--- src/rtl/div_pkg.sv ---
// div_pkg: shared types and constants for the sequential restoring divider.
//   - state_e     : FSM states (idle, running, result-valid pulse)
//   - default dividend/quotient and divisor/remainder widths
//   - iteration counter width, wide enough to hold WIDTH_N itself
package div_pkg;

  localparam int unsigned WidthNDefault   = 8;
  localparam int unsigned WidthDDefault   = 4;
  localparam int unsigned CntWidthDefault = $clog2(WidthNDefault + 1);

  typedef enum logic [1:0] {
    StIdle,
    StRun,
    StDone
  } state_e;

  // Counter width for an arbitrary dividend width (counts WIDTH_N down to 0).
  function automatic int unsigned cnt_width(input int unsigned n);
    return $clog2(n + 1);
  endfunction

endpackage

--- src/rtl/div_step.sv ---
// div_step: one combinational restoring-division step.
//   rem_i  [WIDTH_D:0]   partial remainder from the previous step
//   bit_i                next dividend bit (MSB first)
//   div_i  [WIDTH_D-1:0] divisor
//   rem_o  [WIDTH_D:0]   partial remainder after this step
//   q_o                  quotient bit produced by this step
module div_step #(
  parameter int unsigned WIDTH_D = 4
) (
  input  logic [WIDTH_D:0]   rem_i,
  input  logic               bit_i,
  input  logic [WIDTH_D-1:0] div_i,
  output logic [WIDTH_D:0]   rem_o,
  output logic               q_o
);

  logic [WIDTH_D:0] shifted;
  logic [WIDTH_D:0] diff;

  // The top remainder bit is shifted out every step; it only carries data when
  // the divisor is zero, where the spilled bit is meant to be lost.
  logic unused_rem_msb;
  assign unused_rem_msb = rem_i[WIDTH_D];

  always_comb begin
    shifted = {rem_i[WIDTH_D-1:0], bit_i};
    diff    = shifted - {1'b0, div_i};
    // Non-negative trial difference <=> shifted >= divisor.
    q_o     = (shifted >= {1'b0, div_i});
    rem_o   = q_o ? diff : shifted;
  end

endmodule

--- src/rtl/div_seq.sv ---
// div_seq: sequential restoring divider, one quotient bit per clock.
//   clk, rst (async, active-high)
//   start        : request, accepted in idle or done state
//   a [WIDTH_N]  : dividend, b [WIDTH_D] : divisor (latched on accept)
//   busy         : high while running
//   done         : one-cycle pulse, q/r valid from this cycle on
//   q [WIDTH_N]  : quotient, r [WIDTH_D] : remainder (held until next result)
//   dz           : divide-by-zero flag, only when DIV_ZERO_FLAG_EN is defined
// Divide by zero needs no special case: q = all ones, r = a[WIDTH_D-1:0].
module div_seq import div_pkg::*; #(
  parameter int unsigned WIDTH_N = WidthNDefault,
  parameter int unsigned WIDTH_D = WidthDDefault
) (
  input  logic               clk,
  input  logic               rst,
  input  logic               start,
  input  logic [WIDTH_N-1:0] a,
  input  logic [WIDTH_D-1:0] b,
  output logic               busy,
  output logic               done,
  output logic [WIDTH_N-1:0] q,
  output logic [WIDTH_D-1:0] r
`ifdef DIV_ZERO_FLAG_EN
  ,
  output logic               dz
`endif
);

  localparam int unsigned CntW = cnt_width(WIDTH_N);

  state_e             state_q;
  logic [CntW-1:0]    cnt_q;
  // Dividend bits are consumed from the top while quotient bits enter at the
  // bottom, so after WIDTH_N steps this register holds the quotient.
  logic [WIDTH_N-1:0] work_q;
  logic [WIDTH_D-1:0] div_q;
  logic [WIDTH_D:0]   rem_q;
  logic [WIDTH_N-1:0] q_q;
  logic [WIDTH_D-1:0] r_q;
  logic               busy_q;
  logic               done_q;

  logic [WIDTH_D:0]   rem_nxt;
  logic               q_bit;

  div_step #(
    .WIDTH_D (WIDTH_D)
  ) u_step (
    .rem_i (rem_q),
    .bit_i (work_q[WIDTH_N-1]),
    .div_i (div_q),
    .rem_o (rem_nxt),
    .q_o   (q_bit)
  );

`ifdef DIV_ZERO_FLAG_EN
  logic dz_q;
  assign dz = dz_q;
`endif

  always_ff @(posedge clk or posedge rst) begin
    if (rst) begin
      state_q <= StIdle;
      cnt_q   <= '0;
      work_q  <= '0;
      div_q   <= '0;
      rem_q   <= '0;
      q_q     <= '0;
      r_q     <= '0;
      busy_q  <= 1'b0;
      done_q  <= 1'b0;
`ifdef DIV_ZERO_FLAG_EN
      dz_q    <= 1'b0;
`endif
    end else begin
      unique case (state_q)
        StIdle, StDone: begin
          done_q <= 1'b0;
          if (start) begin
            work_q  <= a;
            div_q   <= b;
            rem_q   <= '0;
            cnt_q   <= CntW'(WIDTH_N);
            busy_q  <= 1'b1;
            state_q <= StRun;
          end else begin
            busy_q  <= 1'b0;
            state_q <= StIdle;
          end
        end
        StRun: begin
          rem_q  <= rem_nxt;
          work_q <= {work_q[WIDTH_N-2:0], q_bit};
          cnt_q  <= cnt_q - 1'b1;
          if (cnt_q == CntW'(1)) begin
            q_q     <= {work_q[WIDTH_N-2:0], q_bit};
            r_q     <= rem_nxt[WIDTH_D-1:0];
`ifdef DIV_ZERO_FLAG_EN
            dz_q    <= (div_q == '0);
`endif
            busy_q  <= 1'b0;
            done_q  <= 1'b1;
            state_q <= StDone;
          end
        end
        default: begin
          busy_q  <= 1'b0;
          done_q  <= 1'b0;
          state_q <= StIdle;
        end
      endcase
    end
  end

  assign busy = busy_q;
  assign done = done_q;
  assign q    = q_q;
  assign r    = r_q;

endmodule

--- config.mk ---
export PLATFORM = sky130hd
export DESIGN_NAME = div_seq
export DESIGN_NICKNAME = d
export VERILOG_FILES = /design/src/rtl/div_pkg.sv /design/src/rtl/div_step.sv /design/src/rtl/div_seq.sv
export SDC_FILE = /design/constraint.sdc
export NUM_CORES = 1
export LEC_CHECK = 0
export CAP_MARGIN = 30
export CORE_MARGIN = 2
export CORE_UTILIZATION = 56
export DETAILED_ROUTE_END_ITERATION = 10
export PLACE_DENSITY = 0.83
export SLEW_MARGIN = 5
export SYNTH_ARGS = -nofsm -noshare
export SYNTH_HDL_FRONTEND = slang
export SYNTH_HIERARCHICAL = 1
export SYNTH_SLANG_ARGS = --single-unit
export TNS_END_PERCENT = 1
--- constraint.sdc ---
create_clock -name clk -period 5.5 [get_ports clk]
set_input_delay 1.1 -clock clk [delete_from_list [all_inputs] [get_ports clk]]
set_output_delay 1.1 -clock clk [all_outputs]
set_load 0.005 [all_outputs]
==> impl_metrics.prom, run 1 <==
# TYPE chip_impl_metric gauge
chip_impl_metric{name="grt_max_degree",unit=""} 36
chip_impl_metric{name="worstSkewPairLatency",unit="ns"} 0.33
chip_impl_info{name="critical_path.reg2reg.endpoint",value="r[2]"} 1
chip_impl_info{name="rsz0062_at_grt",value="no"} 1
chip_impl_info{name="cp_cell_sequence",value="clkdlybuf4s50_1 -> nor2b_1 -> nor2_1 -> a22o_1"} 1
chip_impl_metric{name="antenna_found_initial",unit=""} 0
chip_impl_metric{name="avgViaCountPerCell",unit=""} 5.61
chip_impl_metric{name="hpwlAfterDp",unit="mm"} 2.37
chip_impl_metric{name="post-route-period-util",unit="%"} 46.3
chip_impl_metric{name="h-tree-depth",unit=""} 2
chip_impl_metric{name="share_of_layout_cells_above_drive_strength_1",unit="%"} 14.3
chip_impl_info{name="clock_tree_from_tritoncts",value="done"} 1
chip_impl_metric{name="synthesis.nets",unit=""} 169
chip_impl_metric{name="cp_data_arrival_time",unit="ns"} 2.76
chip_impl_metric{name="min_path_cells",unit=""} 2
chip_impl_metric{name="die_w",unit="um"} 58.8
chip_impl_metric{name="peakVddDrop",unit="V"} 0.000320
chip_impl_metric{name="mappedNetlistArea",unit="sq mm"} 0.00168
chip_impl_metric{name="worst_r2r_path_depth",unit=""} 6
chip_impl_metric{name="final_antenna_net_count",unit=""} 0
chip_impl_info{name="status",value="finished, violations left"} 1
chip_impl_info{name="crit-reg2reg-launch",value="rem_q[1]"} 1
chip_impl_metric{name="timing.hold.ws",unit="ns"} 0.485
chip_impl_metric{name="stdcell_count",unit=""} 206
chip_impl_metric{name="max_freq",unit="GHz"} 0.393
chip_impl_metric{name="nets",unit=""} 198
chip_impl_metric{name="setup_ws",unit="ns"} 2.96
chip_impl_metric{name="register_area",unit="sq um"} 876
chip_impl_metric{name="antennaDiodeCount",unit=""} 0
chip_impl_metric{name="final.setup.tns",unit="ns"} 0
chip_impl_metric{name="drcViolationCount",unit=""} 1
chip_impl_metric{name="avgRoutedWirePerCell",unit="um"} 15.6
chip_impl_metric{name="finalCriticalPeriod",unit="ns"} 2.54
chip_impl_metric{name="multi_input_comb_area",unit="sq um"} 724
chip_impl_metric{name="port_buffers",unit=""} 28
chip_impl_metric{name="syn_to_final_growth",unit="%"} 19.3
chip_impl_metric{name="cp_slowest_stage_delay",unit="ns"} 0.72
chip_impl_metric{name="cts.repair_timing.setup_buffer_count",unit=""} 0
chip_impl_metric{name="numPlacedInstances",unit=""} 200
chip_impl_metric{name="cts_repair_resize_count",unit=""} 0
chip_impl_metric{name="pin_count",unit=""} 29
chip_impl_info{name="worst_hold_path.endpoint",value="div_q[3]"} 1
chip_impl_metric{name="power-per-cell-area",unit="mW/mm^2"} 646
chip_impl_info{name="root_buffer",value="sky130_fd_sc_hd__clkbuf_4"} 1
chip_impl_metric{name="drt_iter0_drc",unit=""} 44
chip_impl_metric{name="postCtsHoldBufs",unit=""} 0
chip_impl_metric{name="first_global_vias",unit=""} 1208
chip_impl_metric{name="grt_util_all_layers",unit="%"} 22.0
chip_impl_metric{name="cts_made_buffers",unit=""} 5
chip_impl_metric{name="synth-warning-count",unit=""} 6
chip_impl_metric{name="synthCells",unit=""} 147
chip_impl_metric{name="cap_viol_max_count",unit=""} 0
chip_impl_metric{name="avgSynthCellArea",unit="sq um"} 11.4
chip_impl_metric{name="vias",unit=""} 1155
chip_impl_metric{name="fill_cells",unit=""} 209
chip_impl_metric{name="dp_worst_setup_slack",unit="ns"} 2.61
chip_impl_metric{name="initial_core_utilization",unit="%"} 59.9
chip_impl_metric{name="clkSlewWorstSetupHoldPaths",unit="ns"} 0.09
chip_impl_metric{name="timing.final.setup_violations",unit=""} 0
chip_impl_metric{name="clk_skew",unit="ns"} 0.0106
chip_impl_info{name="violations",value="design-rule violations"} 1
chip_impl_info{name="cpMaxStageDelayCell",value="sky130_fd_sc_hd__nor2b_1"} 1
chip_impl_metric{name="design.core.area",unit="sq mm"} 0.00281
chip_impl_info{name="hold_start",value="div_q[3]"} 1
chip_impl_metric{name="floorplan.rows",unit=""} 19
chip_impl_metric{name="worst_slew_pin_slew",unit="ns"} 0.901
chip_impl_metric{name="total_power",unit="mW"} 1.29
chip_impl_metric{name="timing_max_transition_violations_final",unit=""} 0
chip_impl_metric{name="grt_pass1_wl",unit="mm"} 5.60
chip_impl_metric{name="grt-ovfl-total",unit=""} 0
chip_impl_metric{name="critPathRequiredTime",unit="ns"} 5.72
chip_impl_metric{name="die_y",unit="um"} 58.8
chip_impl_metric{name="die-area",unit="sq mm"} 0.00346
chip_impl_metric{name="max_slew_margin",unit="%"} 39.8
chip_impl_metric{name="p_leak",unit="nW"} 0.960
chip_impl_metric{name="place.gp.congestion",unit=""} 0.781
chip_impl_metric{name="path_max_fanout",unit=""} 14
chip_impl_metric{name="maximum_number_of_buffers_from_clock_root_to_sink",unit=""} 2
chip_impl_info{name="timing.setup.critical_path_class",value="input pin to register"} 1
chip_impl_metric{name="final_hold_viol_count",unit=""} 0
chip_impl_metric{name="drtPass1Iterations",unit=""} 7
chip_impl_info{name="end_kind",value="register"} 1
chip_impl_metric{name="routed_wirelength",unit="mm"} 3.22
chip_impl_info{name="hp-class",value="register to register"} 1
chip_impl_metric{name="critical_path_buf_inv_count",unit=""} 1
chip_impl_info{name="critPathLaunchType",value="input pin"} 1
chip_impl_metric{name="reg2reg_setup_slack",unit="ns"} 3.61
chip_impl_metric{name="clkSinkCount",unit=""} 35
chip_impl_info{name="critical-path-top-delay-family",value="simple AND/OR/NAND/NOR gates"} 1
## state kept, by name, indices dropped and copies added, names as in the netlist
name     flops
busy         1
r            4
rem_q        4
div_q        4
cnt_q        4
q            8
work_q       8
state_q      1
done         1
## worst reg2reg max path, cell delays in order (launching register included)
cell and delay, ns:
sky130_fd_sc_hd__dfrtp_1 0.41, sky130_fd_sc_hd__ha_1 0.38, sky130_fd_sc_hd__nand4_1 0.14, sky130_fd_sc_hd__nand2_2 0.08, sky130_fd_sc_hd__nor2_4 0.19, sky130_fd_sc_hd__mux2_4 0.33, sky130_fd_sc_hd__mux2_4 0.27
## routing by layer
metal	up-vias	GRT usage (%)	share of wire, %
li1	562	-	-
met1	562	27.8	44
met2	27	35.6	51
met3	4	7.47	4.0
met4	0	7.14	0.90
met5	-	0	0
## placed cells by master (no fill, tap or decap), types with 2 or more instances in the layout
cell type and instances:
sky130_fd_sc_hd__mux2i_1 2, sky130_fd_sc_hd__clkbuf_4 5, sky130_fd_sc_hd__mux2_4 10, sky130_fd_sc_hd__a22oi_1 8, sky130_fd_sc_hd__nand2b_1 3, sky130_fd_sc_hd__mux2_2 3
sky130_fd_sc_hd__a22o_1 4, sky130_fd_sc_hd__nor2_1 5, sky130_fd_sc_hd__ha_1 6, sky130_fd_sc_hd__nor3_1 3, sky130_fd_sc_hd__nand3_1 10, sky130_fd_sc_hd__o21ai_0 4
sky130_fd_sc_hd__dfrtp_1 35, sky130_fd_sc_hd__clkdlybuf4s50_1 28, sky130_fd_sc_hd__nand2_1 21, sky130_fd_sc_hd__inv_1 10
## through the flow
stage | area [sq um] | util [%]
3_3_place_gp | 1960 | 70.0
3_5_place_dp | 1960 | 70.0
2_1_floorplan | 1680 | -
6_report | 2010 | 71.5
5_1_grt | 2010 | 71.5
4_1_cts | 2010 | 71.5
## worst max-delay path by stage
| stage | endpoint | slack, ns | cells after the start | start |
|---|---|---|---|---|
| global route | rem_q[2] | 2.84 | 4 | start |
| detailed placement | rem_q[0] | 2.61 | 4 | start |
| CTS | rem_q[2] | 2.96 | 4 | start |
| global placement | rem_q[2] | 2.65 | 4 | start |
| floorplan | busy | 3.62 | 1 | rst |
| finish | rem_q[2] | 2.96 | 4 | start |
## final cells by class
type / count / share of cell area (%)
multi-input combinational: 95 / 36.1
sequential: 35 / 43.7
timing repair buffer: 29 / 14.3
tap: 31 / 1.93
clock buffer: 6 / 2.06
inverter: 10 / 1.87
## where the power goes
group          switching [mW]  internal [mW]  total, mW
sequential             0.0941          0.386      0.480
combinational           0.330          0.363      0.693
clock                  0.0761         0.0454      0.121
total                   0.500          0.795       1.29
Power figures use the tool's default switching activity.
==> run 2: changes to the inputs <==
--- a/config.mk
+++ b/config.mk
@@ -7,9 +7,9 @@
 export LEC_CHECK = 0
 export CAP_MARGIN = 30
 export CORE_MARGIN = 2
-export CORE_UTILIZATION = 56
+export CORE_UTILIZATION = 47
 export DETAILED_ROUTE_END_ITERATION = 10
-export PLACE_DENSITY = 0.83
+export PLACE_DENSITY = 0.75
 export SLEW_MARGIN = 5
 export SYNTH_ARGS = -nofsm -noshare
 export SYNTH_HDL_FRONTEND = slang
==> constraint.sdc (replaced) <==
create_clock -name clk -period 2.05 [get_ports clk]
set_input_delay 0.41 -clock clk [delete_from_list [all_inputs] [get_ports clk]]
set_output_delay 0.41 -clock clk [all_outputs]
set_load 0.005 [all_outputs]
==> run 2 against run 1 <==
Largest cell class unchanged. Clock power rose to 3.5 times the previous value. Register-to-register slack got worse by 3.4 ns. Clock skew decreased by 0.0035 ns. Worst hold slack worse by 0.025 ns. Core utilization fell by 11 points. The flow now finishes without violations. Critical path type is now register to register. Largest power group unchanged. First-iteration DRC count rose by 84%. Wire length up 5.3%. Combinational power rose to 2.7 times the previous value.
==> impl_metrics.prom, run 2 (synthesis results as in run 1) <==
# TYPE chip_impl_metric gauge
chip_impl_metric{name="worst_slew_pin_slew",unit="ns"} 0.636
chip_impl_metric{name="h-tree-depth",unit=""} 2
chip_impl_metric{name="total_power",unit="mW"} 3.55
chip_impl_metric{name="path_max_fanout",unit=""} 4
chip_impl_metric{name="port_buffers",unit=""} 28
chip_impl_metric{name="cts_made_buffers",unit=""} 5
chip_impl_info{name="critical_path.reg2reg.endpoint",value="r[2]"} 1
chip_impl_info{name="clock_tree_from_tritoncts",value="done"} 1
chip_impl_metric{name="cp_data_arrival_time",unit="ns"} 2.10
chip_impl_info{name="root_buffer",value="sky130_fd_sc_hd__clkbuf_4"} 1
chip_impl_metric{name="drcViolationCount",unit=""} 0
chip_impl_metric{name="post-route-period-util",unit="%"} 91.5
chip_impl_info{name="end_kind",value="register"} 1
chip_impl_metric{name="setup_ws",unit="ns"} 0.175
chip_impl_metric{name="power.share.combinational",unit="%"} 52.0
chip_impl_metric{name="cap_viol_max_count",unit=""} 0
chip_impl_metric{name="p_sw_share",unit="%"} 37.4
chip_impl_metric{name="power-per-cell-area",unit="mW/mm^2"} 1720
chip_impl_info{name="status",value="finished, final reports clean"} 1
chip_impl_metric{name="timing_max_transition_violations_final",unit=""} 0
chip_impl_metric{name="grt_util_all_layers",unit="%"} 19.1
chip_impl_metric{name="peakVddDrop",unit="V"} 0.000894
chip_impl_metric{name="critPathRequiredTime",unit="ns"} 2.27
chip_impl_metric{name="numPlacedInstances",unit=""} 217
chip_impl_metric{name="p_sw",unit="mW"} 1.33
chip_impl_metric{name="timing.final.setup_violations",unit=""} 0
chip_impl_metric{name="clk_skew",unit="ns"} 0.00712
chip_impl_metric{name="routed_wirelength",unit="mm"} 3.39
chip_impl_metric{name="clkSlewWorstSetupHoldPaths",unit="ns"} 0.10
chip_impl_metric{name="seqPwrFrac",unit="%"} 36.0
chip_impl_metric{name="clkSinkCount",unit=""} 35
chip_impl_metric{name="max_freq",unit="GHz"} 0.533
chip_impl_metric{name="floorplan.rows",unit=""} 21
chip_impl_info{name="most-common-layout-cells",value="35 x sky130_fd_sc_hd__dfrtp_1, 28 x sky130_fd_sc_hd__clkdlybuf4s50_1, 21 x sky130_fd_sc_hd__nand2_1"} 1
chip_impl_metric{name="pin_count",unit=""} 29
chip_impl_metric{name="nets",unit=""} 200
chip_impl_metric{name="fill_cells",unit=""} 281
chip_impl_metric{name="maximum_number_of_buffers_from_clock_root_to_sink",unit=""} 2
chip_impl_metric{name="avgViaCountPerCell",unit=""} 5.24
chip_impl_metric{name="cts.repair_timing.setup_buffer_count",unit=""} 0
chip_impl_metric{name="grt-ovfl-total",unit=""} 0
chip_impl_metric{name="die-area",unit="sq mm"} 0.00407
chip_impl_info{name="hp-class",value="input pin to asynchronous set/reset pin"} 1
chip_impl_metric{name="dp_worst_setup_slack",unit="ns"} 0.188
chip_impl_metric{name="die_y",unit="um"} 63.8
chip_impl_metric{name="hpwlAfterDp",unit="mm"} 2.39
chip_impl_metric{name="die_w",unit="um"} 63.8
chip_impl_info{name="rsz0062_at_grt",value="no"} 1
chip_impl_metric{name="p_leak",unit="nW"} 0.985
chip_impl_metric{name="vias",unit=""} 1179
chip_impl_metric{name="reg2reg_setup_slack",unit="ns"} 0.18
chip_impl_metric{name="final_antenna_net_count",unit=""} 0
chip_impl_metric{name="timing.hold.ws",unit="ns"} 0.461
chip_impl_metric{name="register_area",unit="sq um"} 876
chip_impl_metric{name="postCtsHoldBufs",unit=""} 0
chip_impl_metric{name="syn_to_final_growth",unit="%"} 22.9
chip_impl_info{name="timing.setup.critical_path_class",value="register to register"} 1
chip_impl_metric{name="antennaDiodeCount",unit=""} 0
chip_impl_metric{name="cts_repair_resize_count",unit=""} 0
chip_impl_metric{name="antenna_found_initial",unit=""} 0
chip_impl_metric{name="worst_r2r_path_depth",unit=""} 6
chip_impl_metric{name="first_global_vias",unit=""} 1214
chip_impl_metric{name="p_int",unit="mW"} 2.22
chip_impl_metric{name="place.gp.congestion",unit=""} 0.843
chip_impl_metric{name="multi_input_comb_area",unit="sq um"} 724
chip_impl_metric{name="placement.cell_area",unit="sq mm"} 0.00200
chip_impl_metric{name="design.core.area",unit="sq mm"} 0.00339
chip_impl_metric{name="avgRoutedWirePerCell",unit="um"} 15.1
chip_impl_info{name="crit-reg2reg-launch",value="rem_q[1]"} 1
chip_impl_metric{name="share_of_layout_cells_above_drive_strength_1",unit="%"} 16.2
chip_impl_metric{name="finish.instance_area",unit="sq mm"} 0.00207
chip_impl_metric{name="stdcell_count",unit=""} 225
chip_impl_metric{name="drt_iter0_drc",unit=""} 81
chip_impl_metric{name="grt_max_degree",unit=""} 36
chip_impl_metric{name="initial_core_utilization",unit="%"} 49.6
chip_impl_metric{name="final_hold_viol_count",unit=""} 0
chip_impl_metric{name="worstSkewPairLatency",unit="ns"} 0.33
chip_impl_info{name="critPathLaunchType",value="register"} 1
chip_impl_metric{name="grt_pass1_wl",unit="mm"} 5.95
chip_impl_metric{name="finalCriticalPeriod",unit="ns"} 1.87
chip_impl_metric{name="max_slew_margin",unit="%"} 57.6
chip_impl_info{name="leading_cell_type_in_the_layout_fill_and_taps_excluded",value="sky130_fd_sc_hd__dfrtp_1"} 1
chip_impl_metric{name="relative_contribution_of_the_clock_network_to_total_power",unit="%"} 12.0
chip_impl_metric{name="final.setup.tns",unit="ns"} 0
chip_impl_metric{name="final_core_utilization",unit="%"} 61.0
chip_impl_metric{name="drtPass1Iterations",unit=""} 4
-- run 2: power groups by stage --
stage	clock network (mW)	logic [mW]	registers [mW]
floorplan	0	1.33	1.25
global placement	0	1.79	1.27
detailed placement	0	1.84	1.29
CTS	0.442	1.86	1.28
global route	0.480	2.04	1.33
finish	0.425	1.85	1.28
-- run 2: worst max path at each step --
| stage | startpoint | slack, ns | cells past startpoint | endpoint |
|---|---|---|---|---|
| after detailed placement | rem_q[1] | 0.19 | 6 | r[2] |
| final | rem_q[1] | 0.18 | 6 | r[2] |
| after floorplan | rem_q[1] | 0.28 | 6 | r[2] |
| after global routing | rem_q[1] | 0.1 | 6 | r[2] |
| after CTS | rem_q[1] | 0.17 | 6 | r[2] |
| after global placement | rem_q[1] | 0.25 | 6 | r[2] |
-- run 2: metal layers --
layer | part of all wire (%) | vias up | global-route usage (%) | routed length [um]
li1 | - | 564 | - | -
met5 | 0 | - | 0 | 0
met4 | 0.97 | 0 | 5.71 | 33
met2 | 51 | 38 | 30.7 | 1730
met1 | 43 | 573 | 24.9 | 1450
met3 | 5.1 | 4 | 5.63 | 174
-- run 2: critical path, stage by stage (launching register included) --
cell                      delay, ns
sky130_fd_sc_hd__dfrtp_1       0.41
sky130_fd_sc_hd__ha_1          0.37
sky130_fd_sc_hd__nand4_1       0.14
sky130_fd_sc_hd__nand2_2       0.09
sky130_fd_sc_hd__nor2_4        0.18
sky130_fd_sc_hd__mux2_4        0.32
sky130_fd_sc_hd__mux2_4        0.27
-- run 2: cell type report --
class | count | area share [%]
multi-input combinational | 95 | 35.0
sequential | 35 | 42.4
clock buffer | 8 | 3.33
inverter | 10 | 1.82
timing repair buffer | 31 | 14.6
tap | 46 | 2.78
==> run 3: changes to the inputs <==
--- a/config.mk
+++ b/config.mk
@@ -5,12 +5,12 @@
 export SDC_FILE = /design/constraint.sdc
 export NUM_CORES = 1
 export LEC_CHECK = 0
+export ABC_AREA = 1
 export CAP_MARGIN = 30
 export CORE_MARGIN = 2
-export CORE_UTILIZATION = 47
+export CORE_UTILIZATION = 48
 export DETAILED_ROUTE_END_ITERATION = 10
-export PLACE_DENSITY = 0.75
-export SLEW_MARGIN = 5
+export PLACE_DENSITY = 0.76
 export SYNTH_ARGS = -nofsm -noshare
 export SYNTH_HDL_FRONTEND = slang
 export SYNTH_HIERARCHICAL = 1
==> run 3 against run 2 <==
Non-clock buffer count is the same. Critical path type is now register to output port. Maximum frequency is 9.2% higher. First-iteration DRC count grew 36%. Sequential cell count did not move. Synthesized cell count rose by 41%. Largest power group unchanged. Cell count grew 28%. Cell area increased by 3.1%. Worst hold slack got worse by 0.014 ns.
==> impl_metrics.prom, run 3 <==
# TYPE chip_impl_metric gauge
chip_impl_info{name="status",value="finished, final reports clean"} 1
chip_impl_metric{name="grt_max_degree",unit=""} 36
chip_impl_metric{name="postCtsHoldBufs",unit=""} 0
chip_impl_metric{name="nets",unit=""} 264
chip_impl_info{name="most-common-layout-cells",value="90 x sky130_fd_sc_hd__nand2_1, 35 x sky130_fd_sc_hd__dfrtp_1, 28 x sky130_fd_sc_hd__clkdlybuf4s50_1, 21 x sky130_fd_sc_hd__inv_1, 18 x sky130_fd_sc_hd__nand3_1"} 1
chip_impl_metric{name="hpwlAfterDp",unit="mm"} 2.39
chip_impl_info{name="critPathLaunchType",value="register"} 1
chip_impl_metric{name="grt_pass1_wl",unit="mm"} 6.14
chip_impl_metric{name="timing_max_transition_violations_final",unit=""} 0
chip_impl_info{name="critical-path-top-delay-family",value="buffers and inverters"} 1
chip_impl_info{name="timing.setup.critical_path_class",value="register to output port"} 1
chip_impl_metric{name="routed_wirelength",unit="mm"} 3.34
chip_impl_info{name="clock_tree_from_tritoncts",value="done"} 1
chip_impl_metric{name="drtPass1Iterations",unit=""} 5
chip_impl_metric{name="critPathRequiredTime",unit="ns"} 1.64
chip_impl_metric{name="initial_core_utilization",unit="%"} 50.8
chip_impl_info{name="end_kind",value="output port"} 1
chip_impl_metric{name="die-area",unit="sq mm"} 0.00408
chip_impl_metric{name="post-route-period-util",unit="%"} 83.7
chip_impl_metric{name="pin_count",unit=""} 29
chip_impl_metric{name="cts_made_buffers",unit=""} 5
chip_impl_metric{name="synthCells",unit=""} 208
chip_impl_metric{name="final.setup.tns",unit="ns"} 0
chip_impl_metric{name="finalCriticalPeriod",unit="ns"} 1.72
chip_impl_metric{name="syn_to_final_growth",unit="%"} 23.7
chip_impl_metric{name="floorplan.rows",unit=""} 21
chip_impl_metric{name="placement.cell_area",unit="sq mm"} 0.00205
chip_impl_metric{name="antenna_found_initial",unit=""} 0
chip_impl_metric{name="max_freq",unit="GHz"} 0.583
chip_impl_metric{name="h-tree-depth",unit=""} 2
chip_impl_metric{name="antennaDiodeCount",unit=""} 0
chip_impl_metric{name="power-per-cell-area",unit="mW/mm^2"} 1730
chip_impl_metric{name="mappedNetlistArea",unit="sq mm"} 0.00172
chip_impl_metric{name="avgSynthCellArea",unit="sq um"} 8.28
chip_impl_metric{name="port_buffers",unit=""} 28
chip_impl_metric{name="first_global_vias",unit=""} 1396
chip_impl_metric{name="final_hold_viol_count",unit=""} 0
chip_impl_metric{name="die_y",unit="um"} 63.9
chip_impl_metric{name="drcViolationCount",unit=""} 0
chip_impl_metric{name="vias",unit=""} 1400
chip_impl_metric{name="place.gp.congestion",unit=""} 0.800
chip_impl_metric{name="clk_skew",unit="ns"} 0.0113
chip_impl_metric{name="final_antenna_net_count",unit=""} 0
chip_impl_info{name="root_buffer",value="sky130_fd_sc_hd__clkbuf_4"} 1
chip_impl_metric{name="path_max_fanout",unit=""} 3
chip_impl_metric{name="clkSlewWorstSetupHoldPaths",unit="ns"} 0.11
chip_impl_metric{name="die_w",unit="um"} 63.9
chip_impl_metric{name="cap_viol_max_count",unit=""} 0
chip_impl_metric{name="cts_repair_resize_count",unit=""} 0
chip_impl_info{name="rsz0062_at_grt",value="no"} 1
chip_impl_info{name="hp-class",value="input pin to asynchronous set/reset pin"} 1
chip_impl_metric{name="clkSinkCount",unit=""} 35
chip_impl_metric{name="avgRoutedWirePerCell",unit="um"} 11.5
chip_impl_metric{name="synthesis.nets",unit=""} 230
chip_impl_info{name="cpMaxStageDelayCell",value="sky130_fd_sc_hd__clkdlybuf4s50_1"} 1
chip_impl_metric{name="drt_iter0_drc",unit=""} 110
chip_impl_metric{name="max_slew_margin",unit="%"} 71.5
chip_impl_metric{name="p_leak",unit="nW"} 1.09
chip_impl_metric{name="avgViaCountPerCell",unit=""} 4.84
chip_impl_metric{name="finish.instance_area",unit="sq mm"} 0.00213
chip_impl_metric{name="grt-ovfl-total",unit=""} 0
chip_impl_metric{name="cp_slowest_stage_delay",unit="ns"} 0.53
chip_impl_info{name="leading_cell_type_in_the_layout_fill_and_taps_excluded",value="sky130_fd_sc_hd__nand2_1"} 1
chip_impl_metric{name="worstSkewPairLatency",unit="ns"} 0.34
chip_impl_metric{name="design.core.area",unit="sq mm"} 0.00339
chip_impl_metric{name="peakVddDrop",unit="V"} 0.00112
chip_impl_metric{name="synth-warning-count",unit=""} 6
chip_impl_metric{name="maximum_number_of_buffers_from_clock_root_to_sink",unit=""} 2
chip_impl_metric{name="cts.repair_timing.setup_buffer_count",unit=""} 0
chip_impl_metric{name="timing.final.setup_violations",unit=""} 0
chip_impl_metric{name="share_of_layout_cells_above_drive_strength_1",unit="%"} 10.7
chip_impl_info{name="cp_cell_sequence",value="clkdlybuf4s50_1"} 1
chip_impl_metric{name="worst_slew_pin_slew",unit="ns"} 0.428
chip_impl_metric{name="grt_util_all_layers",unit="%"} 19.5
chip_impl_metric{name="cp_data_arrival_time",unit="ns"} 1.31
chip_impl_metric{name="cp_num_cells",unit=""} 1
chip_impl_metric{name="worst_r2r_path_depth",unit=""} 9
chip_impl_metric{name="fill_cells",unit=""} 306
chip_impl_metric{name="critical_path_buf_inv_count",unit=""} 1
## run 3: worst paths after layout
check | startpoint | to | slack [ns]
worst min register to register | q[2] | q[2] | 0.49
worst max register to register | rem_q[2] | r[1] | 0.46
worst min-delay path | rst | rem_q[3] | 0.45
worst max-delay path | done | done | 0.33
min in group clk | q[2] | q[2] | 0.49
max in group asynchronous | rst | div_q[3] | 1.29
## run 3: power breakdown
group,total (mW),internal (mW),switching [mW]
Clock,0.501,0.257,0.244
Combinational,1.93,0.852,1.08
Sequential,1.26,1.04,0.227
Total,3.69,2.15,1.55
## run 3: through the flow
| step | power [mW] | utilization (%) | hold WS [ns] | cells | worst slack (ns) |
|---|---|---|---|---|---|
| after detailed placement | 3.21 | 60.5 | 0.467 | 281 | 0.452 |
| final | 3.69 | 62.9 | 0.447 | 289 | 0.333 |
| after global routing | 4.09 | 62.9 | 0.471 | 289 | 0.265 |
| after CTS | 3.72 | 62.9 | 0.446 | 289 | 0.320 |
| after floorplan | 2.63 | - | 0.449 | 208 | 0.611 |
| after global placement | 3.17 | 60.5 | 0.464 | 281 | 0.430 |
## run 3: layer usage
layer  routed length, um  GRT usage, %  vias to the layer above
li1                    -             -                      707
met1                1580          25.5                      659
met2                1580          30.6                       32
met3                 142          5.28                        2
met4                  36          8.15                        0
met5                   0             0                        -
## run 3: cell type report
| class | count | area, sq um | share of cell area [%] |
|---|---|---|---|
| inverters | 24 | 90.1 | 4.23 |
| clock buffers | 5 | 37.5 | 1.76 |
| multi-input cells | 145 | 724 | 34.0 |
| repair buffers | 31 | 303 | 14.2 |
| well taps | 46 | 57.6 | 2.70 |
| flip-flops and latches | 35 | 876 | 41.1 |
| clock inverters | 3 | 43.8 | 2.05 |
## run 3: tightest hold or removal path, delay by kind of cell
family / cells / cell delay [ns]
buffers and inverters: 3 / 0.82
==> edit 1, RTL diff (config.mk and constraints of run 2) <==
The 3 states of `state_e` get a one-hot encoding in 3 bits.
--- a/src/rtl/div_pkg.sv
+++ b/src/rtl/div_pkg.sv
@@ -8,10 +8,10 @@
   localparam int unsigned WidthDDefault   = 4;
   localparam int unsigned CntWidthDefault = $clog2(WidthNDefault + 1);
 
-  typedef enum logic [1:0] {
-    StIdle,
-    StRun,
-    StDone
+  typedef enum logic [2:0] {
+    StIdle = 3'b001,
+    StRun  = 3'b010,
+    StDone = 3'b100
   } state_e;
 
   // Counter width for an arbitrary dividend width (counts WIDTH_N down to 0).
Behaviour: no difference found for any inputs over 10 cycles, from zero or initial values and one cycle with rst high; not proved beyond that.
==> edit 1 against run 2 <==
- synthesized area increased by 7.4%
- routed wire length rose by 4.6%
- design area is 9.1% higher
- fmax fell by 1.2%
- sequential cell count is 1 higher
- via count is 11% higher
- setup slack got worse by 0.024 ns
- total power shrank 4.5%
- non-clock buffer count up 4
- largest cell class unchanged
- highest routed layer unchanged
==> edit 1: results (changes against run 2) <==
Run status
  – Status: finished clean (unchanged)

Detailed routing
  – Post-Route WL: 3540 um (was 3390 um)
  – Post-route ant nets: 0 (unchanged)
  – Vias/cell: 5.33 (was 5.24)
  – DR iter-0 viols: 65 (was 81)

CTS
  – H-Tree Depth: 2 (unchanged)
  – TritonCTS buffer count: 5 (unchanged)
  – Reg clk slew, reported paths: 0.07 ns (was 0.10 ns)
  – Clock Latency Late Sink: 0.29 ns (was 0.33 ns)
  – Setup bufs post-CTS: 0 (unchanged)
  – Root Driver: clkbuf_8 (was clkbuf_4)

Logic synthesis
  – Mapped Cells: 163 (was 147)
  – Mapped Nets: 185 (was 169)

GRT
  – Largest net degree at the start of global routing: 37 (was 36)
  – Number of global-route vias before repair: 1,339 (was 1,214)
  – Total track usage: 18.9% (was 19.1%)
  – Wire length of the first global-routing pass: 6120 um (was 5950 um)

Power and ir drop
  – Peak supply drop: 0.746 mV (was 0.894 mV)
  – Pleak: 1.06 nW (was 0.985 nW)

Finish
  – Fill count: 312 (was 281)
  – Nets@finish: 219 (was 200)
  – Final Non-Filler Cells: 246 (was 225)
  – Share of cells above drive strength 1: 19.7% (was 16.2%)

Placed design
  – Post-Place Cell Area: 2150 um2 (was 2000 um2)
  – Inst Count DP: 238 (was 217)
  – Hpwl dp: 2600 um (was 2390 um)
  – Global placement routability congestion: 0.826 (was 0.843)
  – Count of input and output buffers: 28 (unchanged)

Critical path
  – Arrival time worst endpoint: 2.07 ns (was 2.10 ns)
  – R2R Setup Slk: 0.15 ns (was 0.18 ns)

Min path
  – Hold Path Class: reg -> reg (was in -> async)

Timing
  – Final Skew: 0.00612 ns (was 0.00712 ns)
  – Slew @ Worst Pin: 0.559 ns (was 0.636 ns)
==> edit 1: per-stage QoR <==
step / hold slack (ns) / worst slack, ns
2_1_floorplan: 0.467 / 0.282
3_3_place_gp: 0.470 / 0.257
3_5_place_dp: 0.469 / 0.188
4_1_cts: 0.489 / 0.170
5_1_grt: 0.508 / 0.106
6_report: 0.483 / 0.152
==> edit 1: path summary, 6_finish.rpt <==
kind / endpoint / depth (start not counted)
max: r[2] / 6
min: busy / 1
max reg2reg: r[2] / 6
min reg2reg: busy / 1
max in group asynchronous: state_q[0] / 3
min in group asynchronous: work_q[7] / 3
==> edit 1: cell type report <==
type | count | area (um2) | area share (%)
flip-flops and latches | 36 | 902 | 40.0
well taps | 48 | 60.1 | 2.66
clock buffers | 6 | 72.6 | 3.22
multi-input cells | 107 | 808 | 35.8
repair buffers | 35 | 333 | 14.8
inverters | 12 | 45.0 | 2.00
clock inverters | 2 | 35.0 | 1.55
==> edit 1: power breakdown <==
part | total, W | switching, W | internal, W
logic | 0.00156 | 0.000721 | 0.000837
registers | 0.00123 | 0.000213 | 0.00102
clock network | 0.000607 | 0.000246 | 0.000361
==> edit 1: layer usage <==
layer  global-route usage (%)  vias to the layer above  share of wire [%]
met1                     22.1                      643                 42
met3                     5.45                        7                5.1
li1                         -                      623                  -
met2                     32.6                       37                 51
met5                        0                        -                  0
met4                     7.40                        0                1.6
==> edit 1: critical path, stage by stage, from the launching register on <==
cell and delay, ns:
dfrtp_1 0.41, ha_1 0.37, nand4_1 0.14, nand2_2 0.09
nor2_4 0.19, mux2_4 0.32, mux2_4 0.26
==> edit 2, RTL diff (flow settings as in run 2) <==
Made on the original files. The package constant `WidthNDefault` goes from 8 to 4.
--- a/src/rtl/div_pkg.sv
+++ b/src/rtl/div_pkg.sv
@@ -4,7 +4,7 @@
 //   - iteration counter width, wide enough to hold WIDTH_N itself
 package div_pkg;
 
-  localparam int unsigned WidthNDefault   = 8;
+  localparam int unsigned WidthNDefault   = 4;
   localparam int unsigned WidthDDefault   = 4;
   localparam int unsigned CntWidthDefault = $clog2(WidthNDefault + 1);
 
Interface: changed (resized a and q); port bits go from 29 to 21. No check against the original RTL was run, so the function may have changed too.
==> edit 2 against run 2 <==
- clock skew shrank 0.0038 ns
- total power is 14% lower
- sequential cell count shrank 8
- design area fell by 18%
- clock power shrank 47%
- routed wire length shrank 24%
- global-route usage is 2.8 points lower
- synthesized area shrank 17%
- sequential power down 21%
- setup slack lost 0.11 ns
- count of clock-buffer cells in the layout down 4
- critical path type unchanged
- critical endpoint is now rem_q[2]
- largest cell class unchanged
- largest power group unchanged
==> edit 2: results (changes against run 2) <==
Run status
  – Status: finished clean (unchanged)

Critical path
  – CP max-delay cell: dfrtp_1 (unchanged)
  – Crit path kind: reg -> reg (unchanged)
  – Worst r2r dst: rem_q[2] (was r[2])
  – Worst Path Max Fanout: 4 (unchanged)
  – RR Startpoint: rem_q[2] (was rem_q[1])
  – Slowest Stage Delay on Critical Path: 0.44 ns (was 0.41 ns)
  – R2R Setup Slk: 0.07 ns (was 0.18 ns)
  – Worst R2R Path Depth: 8 (was 6)
  – Arrival time worst endpoint: 2.20 ns (was 2.10 ns)

Detailed routing
  – Vias after detailed routing: 968 (was 1,179)
  – DR iter-0 viols: 20 (was 81)
  – Post-Route WL: 2570 um (was 3390 um)
  – 1st-pass router iterations: 4 (unchanged)
  – Wire per inst: 14.4 um (was 15.1 um)

GRT
  – Wire length of the first global-routing pass: 4170 um (was 5950 um)
  – Number of global-route vias before repair: 940 (was 1,214)
  – Total track usage: 16.3% (was 19.1%)
  – Grt ovf: 0 (unchanged)
  – Initial antenna violation count: 0 (unchanged)
  – Largest net degree at the start of global routing: 28 (was 36)

Power and ir drop
  – Pleak: 0.745 nW (was 0.985 nW)
  – Clock power share: 7.4% (was 12.0%)
  – Comb power: 0.00181 W (was 0.00185 W)
  – Peak supply drop: 1.29 mV (was 0.894 mV)
  – Seq pwr share: 33.3% (was 36.0%)
  – Switching Power: 0.00117 W (was 0.00133 W)

Finish
  – Share of cells above drive strength 1: 24.3% (was 16.2%)
  – Fill count: 243 (was 281)
  – # diodes: 0 (unchanged)
  – Nets@finish: 167 (was 200)

Timing
  – Final Skew: 0.00336 ns (was 0.00712 ns)
  – Worst rel slew slack: 71.2% (was 57.6%)
  – Max Fclk: 0.504 GHz (was 0.533 GHz)
  – Worst Hold Margin: 0.430 ns (was 0.461 ns)

CTS
  – H-Tree Depth: 1 (was 2)
  – Root Driver: clkbuf_4 (unchanged)
  – Clock Latency Late Sink: 0.32 ns
  – Longest Clk Path Bufs: 2 (unchanged)
  – Reg clk slew, reported paths: 0.13 ns (was 0.10 ns)
  – TritonCTS buffer count: 3 (was 5)

Logic synthesis
  – Avg Synthesized Cell Area: 11.3 um2 (was 11.4 um2)
  – Synth warn: 6 (unchanged)
  – Mapped Nets: 141 (was 169)

Placed design
  – Count of input and output buffers: 20 (was 28)
  – Global placement routability congestion: 0.876 (was 0.843)
  – Post-Place Cell Area: 1630 um2 (was 2000 um2)
  – Hpwl dp: 1910 um (was 2390 um)
  – Pre-CTS WS: 0.0788 ns (was 0.188 ns)

Min path
  – Hold Path Class: in -> async (unchanged)
[edit 2: layout make-up]
class                      count  area (um2)  area share (%)
clock buffer                   4        26.3            1.56
inverter                      13        48.8            2.89
multi-input combinational     78         654            38.7
sequential                    27         676            40.0
tap                           31        38.8            2.30
timing repair buffer          26         245            14.5
[edit 2: worst max-delay path, delay by kind of cell, from the launching register on]
| family | cells | cell delay (ns) |
|---|---|---|
| AO/OA/AOI/OAI | 1 | 0.08 |
| AND/OR/NAND/NOR | 4 | 0.43 |
| multiplexers | 2 | 0.58 |
| adder cells (fa/ha/maj) | 1 | 0.36 |
| flip-flops | 1 | 0.44 |
[edit 2: metal layers]
layer	track usage (%)	part of all wire (%)	wire length [um]	up-vias
met1	19.9	44	1140	478
met4	6.64	1.4	37	0
li1	-	-	-	465
met2	29.1	52	1330	19
met3	2.20	2.8	71	6
met5	0	0	0	-
[edit 2: repair_timing]
action	CTS	global route
gates resized for setup	0	4
endpoints found under the setup margin	0	2
buffers inserted	0	1
